**src/rtl/ppu_pkg.sv**
```systemverilog
// Shared PPU register map and OAM DMA types.
// Address constants used by the PPU register decode and the $4014 sprite DMA.
package ppu_pkg;

  localparam logic [15:0] PPUCTRL_ADDR   = 16'h2000;
  localparam logic [15:0] PPUMASK_ADDR   = 16'h2001;
  localparam logic [15:0] PPUSTATUS_ADDR = 16'h2002;
  localparam logic [15:0] PPUSCROLL_ADDR = 16'h2005;
  localparam logic [15:0] PPUADDR_ADDR   = 16'h2006;
  localparam logic [15:0] PPUDATA_ADDR   = 16'h2007;

  localparam logic [15:0] DMA_REG_ADDR   = 16'h4014;
  localparam logic [15:0] OAMDATA_ADDR   = 16'h2004;

  typedef enum logic [2:0] {
    DMA_IDLE,
    DMA_HALT,
    DMA_ALIGN,
    DMA_READ,
    DMA_WRITE
  } dma_state_t;

endpackage

```
**src/rtl/oam_dma.sv**
```systemverilog
// Sprite OAM DMA: a $4014 write halts the CPU for 513/514 CPU cycles while 256 bytes move to $2004.
// Advances only on cpu_en; with cpu_en low every register and output holds.
module oam_dma #(
  parameter logic [15:0] DMA_REG_ADDR = ppu_pkg::DMA_REG_ADDR,
  parameter logic [15:0] OAMDATA_ADDR = ppu_pkg::OAMDATA_ADDR,
  parameter int          NBYTES       = 256
) (
  input  logic        clk,
  input  logic        rst,
  input  logic        cpu_en,
  input  logic [15:0] reg_addr,
  input  logic        reg_wr,
  input  logic [7:0]  reg_data_i,
  input  logic [7:0]  bus_data_i,
  output logic        dma_halt,
  output logic [15:0] bus_addr,
  output logic        bus_rd,
  output logic        bus_wr,
  output logic [7:0]  bus_data_o,
  output logic        dma_done
);
  import ppu_pkg::*;

  // The byte counter is 8 bits wide, so NBYTES has to stay 256.
  localparam logic [7:0] LAST_CNT = 8'(NBYTES - 1);

  dma_state_t state;
  logic       parity;
  logic [7:0] page;
  logic [7:0] cnt;
  logic [7:0] latch;
  logic       trigger;

  assign trigger = reg_wr && (reg_addr == DMA_REG_ADDR);

  always_ff @(posedge clk) begin
    if (rst) begin
      state  <= DMA_IDLE;
      parity <= 1'b0;
      page   <= 8'h00;
      cnt    <= 8'h00;
      latch  <= 8'h00;
    end else if (cpu_en) begin
      parity <= ~parity;
      case (state)
        DMA_IDLE: begin
          if (trigger) begin
            page  <= reg_data_i;
            cnt   <= 8'h00;
            state <= DMA_HALT;
          end
        end
        // Reads must land on get (parity 0) cycles; an odd start costs one extra cycle.
        DMA_HALT:  state <= parity ? DMA_READ : DMA_ALIGN;
        DMA_ALIGN: state <= DMA_READ;
        DMA_READ: begin
          latch <= bus_data_i;
          state <= DMA_WRITE;
        end
        DMA_WRITE: begin
          cnt   <= cnt + 8'd1;
          state <= (cnt == LAST_CNT) ? DMA_IDLE : DMA_READ;
        end
        default: state <= DMA_IDLE;
      endcase
    end
  end

  always_comb begin
    dma_halt   = (state != DMA_IDLE);
    bus_rd     = 1'b0;
    bus_wr     = 1'b0;
    bus_addr   = 16'h0000;
    bus_data_o = 8'h00;
    case (state)
      DMA_READ: begin
        bus_rd   = 1'b1;
        bus_addr = {page, cnt};
      end
      DMA_WRITE: begin
        bus_wr     = 1'b1;
        bus_addr   = OAMDATA_ADDR;
        bus_data_o = latch;
      end
      default: ;
    endcase
  end

  // Reset has priority, so an interrupted transfer never reports completion.
  assign dma_done = cpu_en && !rst && (state == DMA_WRITE) && (cnt == LAST_CNT);

endmodule

```
**config.mk**
```make
export PLATFORM = sky130hd
export DESIGN_NAME = oam_dma
export DESIGN_NICKNAME = d
export VERILOG_FILES = /design/src/rtl/ppu_pkg.sv /design/src/rtl/oam_dma.sv
export SDC_FILE = /design/constraint.sdc
export NUM_CORES = 1
export LEC_CHECK = 0
export BUFFER_PORTS_ARGS = -buffer_cell sky130_fd_sc_hd__buf_2
export CORE_MARGIN = 8
export CORE_UTILIZATION = 48
export CTS_CLUSTER_DIAMETER = 80
export CTS_CLUSTER_SIZE = 25
export DETAILED_ROUTE_END_ITERATION = 6
export PLACE_DENSITY = 0.8
export SLEW_MARGIN = 20
export SYNTH_ARGS = -nofsm -noshare
export SYNTH_HDL_FRONTEND = slang
export SYNTH_SLANG_ARGS = --single-unit
```
**constraint.sdc**
```tcl
create_clock -name clk -period 2.3 [get_ports clk]
set_clock_uncertainty 0.1 [all_clocks]
set_input_delay 0.46 -clock clk [delete_from_list [all_inputs] [get_ports clk]]
set_output_delay 0.46 -clock clk [all_outputs]
set_load 0.05 [all_outputs]
```
**Yosys cells after proc, flatten, opt, wreduce, memory -nomap -nowiden**

Index checks and enable logic that the tools add are counted.

- Register bits: 28
- Bits in latches: 0
- RAM bits: 0
- Memory bits (read-only): 0
- Bits of input ports: 36
- Output and inout bits: 28
- Word-level logic and storage cells: 36
- Memories: 0

- Add/subtract/negate cells: 1
- Multipliers: 0
- Divide/modulo/power cells: 0
- Magnitude comparators: 0
- Equal/unequal tests: 7
- Shifts and indexed selects: 0
- Multiplexer cells: 10
- Bitwise gates (word level): 1
- Reduce and logical (&&, ||, !) cells: 12

Operator list:

| cell | number |
|---|---|
| one-hot mux 16 bit (2 select lines) | 1 |
| == test 16 x 15 -> 1 bit, second input constant | 1 |
| two-way mux 8 bit | 2 |
| one-hot mux 8 bit (2 select lines) | 1 |
| one-hot mux 3 bit (5 select lines) | 1 |
| adder 8 x 1 -> 8 bit, second input constant | 1 |
| == test 8 bit, second input constant | 1 |
| == test 3 x 2 -> 1 bit, second input constant | 2 |
| AND reduction 3 bit | 2 |
| logical AND 1 bit | 4 |
| AND reduction 2 bit | 2 |
| == test 3 x 1 -> 1 bit, second input constant | 1 |
| == test 3 bit, second input constant | 1 |
| zero test 3 bit | 1 |
| two-way mux 1 bit | 3 |
| two-way mux 3 bit | 1 |
| nonzero test 3 bit | 1 |
| two-way mux 2 bit | 1 |
| inequality test 2 bit, second input constant | 1 |
| nonzero test 2 bit | 1 |
| zero test 1 bit | 1 |
| NOT 1 bit | 1 |

**Logic depth before layout (Yosys ltp)**

- Word-level depth: 4
- Mapped depth: 7
- Gate-level depth less buffers: 5

**Least setup slack after synthesis**

OpenSTA, ideal clock, no wires.

- Kind: in2out
- Start: input port cpu_en
- End: output port dma_done
- Arrival: 2.399 ns
- Data required time: 1.740 ns
- Setup slack: -0.659 ns
- Cell stages on the path: 4
- Path buffers: 1
- Path through: buf_4 nor3b_2 nand2_1 nor4_1

- Cells in the longest elaborated chain, start to end: 3

Ends and longest elaborated chain:

| element | line | text |
|---|---|---|
| start: declaration | oam_dma.sv:10 | `input logic cpu_en,` |
| logical AND 1 bit (3 in series) | oam_dma.sv:90 | `assign dma_done = cpu_en && !rst && (state == DMA_WRITE) && (cnt == LAST_CNT);` |
| end: declaration | oam_dma.sv:20 | `output logic dma_done` |

No other way between the ends.

**Worst setup path after layout**

- Start: register state[1]
- End: output port bus_addr[13]

- Cells in the longest elaborated chain, start to end: 2
- Elaborated cells on any way between the ends: 3
- Classes of those cells: eq/ne (2); mux (1)

Ends and longest elaborated chain:

| element | line | text |
|---|---|---|
| start: declaration | oam_dma.sv:27 | `dma_state_t state;` |
| start signal: assignment | oam_dma.sv:54 | `DMA_HALT: state <= parity ? DMA_READ : DMA_ALIGN;` |
| start signal: assignment | oam_dma.sv:62 | `state <= (cnt == LAST_CNT) ? DMA_IDLE : DMA_READ;` |
| == test 3 bit / == test 3 x 2 -> 1 bit (equally long branches) | oam_dma.sv:75 | `case (state)` |
| one-hot mux 16 bit (2 select lines) * | oam_dma.sv:75 |  |
| end: declaration | oam_dma.sv:16 | `output logic [15:0] bus_addr,` |

Every way passes the cells marked *; elsewhere a longest branch is shown, timed or not.

==> results.py <==
metrics = {
    "outcome": {
        "status": "finished, final reports clean",
    },
    "setup_path": {
        "cpPeakStageDelay_ns": 0.50,
        "critPathSlowestCell": "dfxtp_1",
        "r2r_start": "cnt[0]$_SDFFE_PP0P_",
        "arrival_ns": 1.64,
        "startpoint_type": "flip-flop",
        "timing.rr.end": "cnt[6]$_SDFFE_PP0P_",
        "crit_path_max_fanout": 11,
        "critPathCaptureType": "output pin",
        "cpLargestDelayFamily": "flip-flops",
        "path_buf_inv": 2,
        "rrSetupSlack_ns": 0.52,
        "crit_type": "reg -> out",
        "path_cells": "nor2_1, buf_4, and2_1, a21o_1, buf_2",
        "ff2ff_path_depth": 6,
        "required_ns": 1.74,
    },
    "route": {
        "drt_wl_total_um": 4159,
        "vias": 1631,
        "drtIter0Drc": 58,
        "first_pass_iters": 4,
        "postRouteAntennaNets": 0,
        "drc": 0,
        "routed_via_density": 5.313,
        "routedWlPerCell_um": 13.55,
    },
    "power_and_ir_drop": {
        "p_leak_nw": 0.8765,
        "total_power_w": 0.0007941,
        "p_per_area_nw_per_um2": 399.7,
        "max-vdd-ir-drop_v": 0.0003164,
    },
    "yosys": {
        "synth.largest_area_cell": "dfxtp_1",
        "ys_types": 39,
        "ys.flop_type": "dfxtp_1",
        "synth_area_um2": 1588,
        "ys_seq_area_frac": 0.3530,
        "syn_nets": 239,
        "synth_area_leaders": "dfxtp_1, a21oi_1, and2_1",
        "synth_edf_count": 0,
        "synth.avg_cell_area_um2": 7.860,
        "synth_top_cell_area_share": 0.3530,
        "ys_top_cells_by_count": "dfxtp_1, nand2_1, a21oi_1",
        "syn_inst": 202,
        "synth-seq-cells": 28,
        "yosysWarnings": 0,
        "synth_most_common_cell": "dfxtp_1",
        "async_reset_ff_frac": 0,
    },
    "cts": {
        "cts.sinks": 28,
        "clock_latency_ns": 0.32,
        "cts_tree": "built",
        "cts.reportedPaths.clkPinSlew_ns": 0.15,
        "cts_buffer_depth": 2,
        "cts_buffers": 3,
        "h-tree-depth": 1,
        "clock-root-buffer": "clkbuf_4",
        "post_cts_buffers": 0,
    },
    "timing": {
        "setup_viol": 0,
        "min_period_over_period": 0.9550,
        "hold_ws_ns": 0.2557,
        "post-route-min-period_ns": 2.197,
        "relSlewSlack": 0.7477,
        "worst_pin_slew_ns": 0.3784,
        "fin_tns_setup_ns": 0,
        "rsz0062_at_grt": "no",
        "drv_slew": 0,
        "hold_violations": 0,
        "max_freq_ghz": 0.4553,
        "layout_setup_ws_ns": 0.1034,
    },
    "global_routing": {
        "grt_max_degree": 29,
        "antenna_found_initial": 0,
        "grt_pass1_wl_um": 6872,
        "grt_usage": 0.1542,
        "grt_pass1_vias": 1587,
        "grt_overflow": 0,
    },
    "floorplan": {
        "die_h_um": 73.52,
        "num_rows": 21,
        "core_area_um2": 3258,
        "start_util": 0.4873,
        "dieArea_um2": 5404,
        "io_pins": 64,
        "die_w_um": 73.52,
    },
    "cells_and_area": {
        "n_antenna_cell": 0,
        "nNetsFinal": 299,
        "syn2layout_area_growth_pct": 25.14,
        "drive_gt1_frac": 0.3142,
        "n_fill_cell": 354,
        "regArea_um2": 561.8,
        "multi_input_area_um2": 934.6,
    },
    "placed_design": {
        "dp_slack_ns": 0.3271,
        "gp_congestion": 0.8212,
        "place.port_buffers": 63,
        "dpl.hpwl_um": 3142,
    },
    "min_path": {
        "hold_class": "in -> reg",
        "min_delay_path_depth": 3,
        "min_to": "latch[3]$_SDFFE_PP0P_",
        "min_from": "bus_data_i[3]",
    },
    "job": {
        "drv_cap": 0,
    },
}
logic make-up after synthesis:
group,synth area share
buffers and inverters,0.06226
AND/OR/NAND/NOR,0.3578
adder cells (fa/ha/maj),0.007879
flip-flops,0.3530
AO/OA/AOI/OAI,0.1939
multiplexers,0.01970
XOR/XNOR,0.005517
placed cells by master (no fill, tap or decap), types with 2 or more instances in the layout:
cell type	count
nor3b_1	2
nor4b_2	2
o21ai_0	5
buf_2	62
buf_4	8
o31ai_1	8
nand4_1	11
clkbuf_4	3
nor2b_1	3
o32ai_1	5
mux2i_1	2
nand2b_1	4
and3_1	10
inv_1	7
nand3_1	6
nand2_1	26
a21o_1	3
a21oi_1	23
and2_1	16
nor3_1	3
dfxtp_1	27
nor2_1	8
per-layer routing:
| metal | track usage | vias up | share of wire |
|---|---|---|---|
| met4 | 0.04878 | 0 | 0.0065 |
| met1 | 0.1783 | 756 | 0.43 |
| li1 | - | 840 | - |
| met3 | 0.02865 | 2 | 0.054 |
| met2 | 0.2756 | 33 | 0.51 |
| met5 | 0 | - | 0 |
state kept, by name, summed over array words and instances (netlist names):
signal	flops
parity	1
page	8
state	3
latch	8
cnt	8
worst max path at each step:
stage                               start           end  cells past startpoint
floorplan                          cpu_en      dma_done                      4
global placement                   cpu_en      dma_done                      5
detailed placement                 cpu_en      dma_done                      5
CTS                 state[0]$_SDFFE_PP0P_  bus_addr[11]                      4
global route        state[1]$_SDFFE_PP0P_  bus_addr[13]                      5
finish              state[1]$_SDFFE_PP0P_  bus_addr[13]                      5
through the flow:
| step | cells | util | area (um^2) |
|---|---|---|---|
| 2_1_floorplan | 202 | - | 1595 |
| 3_3_place_gp | 303 | 0.5975 | 1947 |
| 3_5_place_dp | 303 | 0.5975 | 1947 |
| 4_1_cts | 307 | 0.6087 | 1983 |
| 5_1_grt | 307 | 0.6098 | 1987 |
| 6_report | 307 | 0.6098 | 1987 |
repair_timing:
| item | CTS | global route |
|---|---|---|
| setup endpoints to repair | 0 | 17 |
| hold buffers | 0 | 0 |
| gates resized for setup | 0 | 3 |
area by class of cell:
class	instances	area share
Clock buffer	4	0.01826
Inverter	7	0.01322
Multi-Input combinational cell	152	0.4704
Sequential cell	28	0.2827
Tap cell	46	0.02897
Timing Repair Buffer	70	0.1864
worst register-to-register path, cell delays in order, from the launching register on:
cell     delay (ns)
dfxtp_1        0.40
ha_1           0.21
nand3_1        0.14
buf_4          0.19
nor4_4         0.21
mux2_1         0.34
o22ai_1        0.14
where the power goes:
group | total, W | leakage (nW) | internal, W | switching, W
logic | 0.0000683 | 0.629 | 0.0000335 | 0.0000347
clock network | 0.000237 | 0.0210 | 0.0000967 | 0.000141
registers | 0.000488 | 0.226 | 0.000487 | 0.00000139
(Power assumes the default switching activity.)
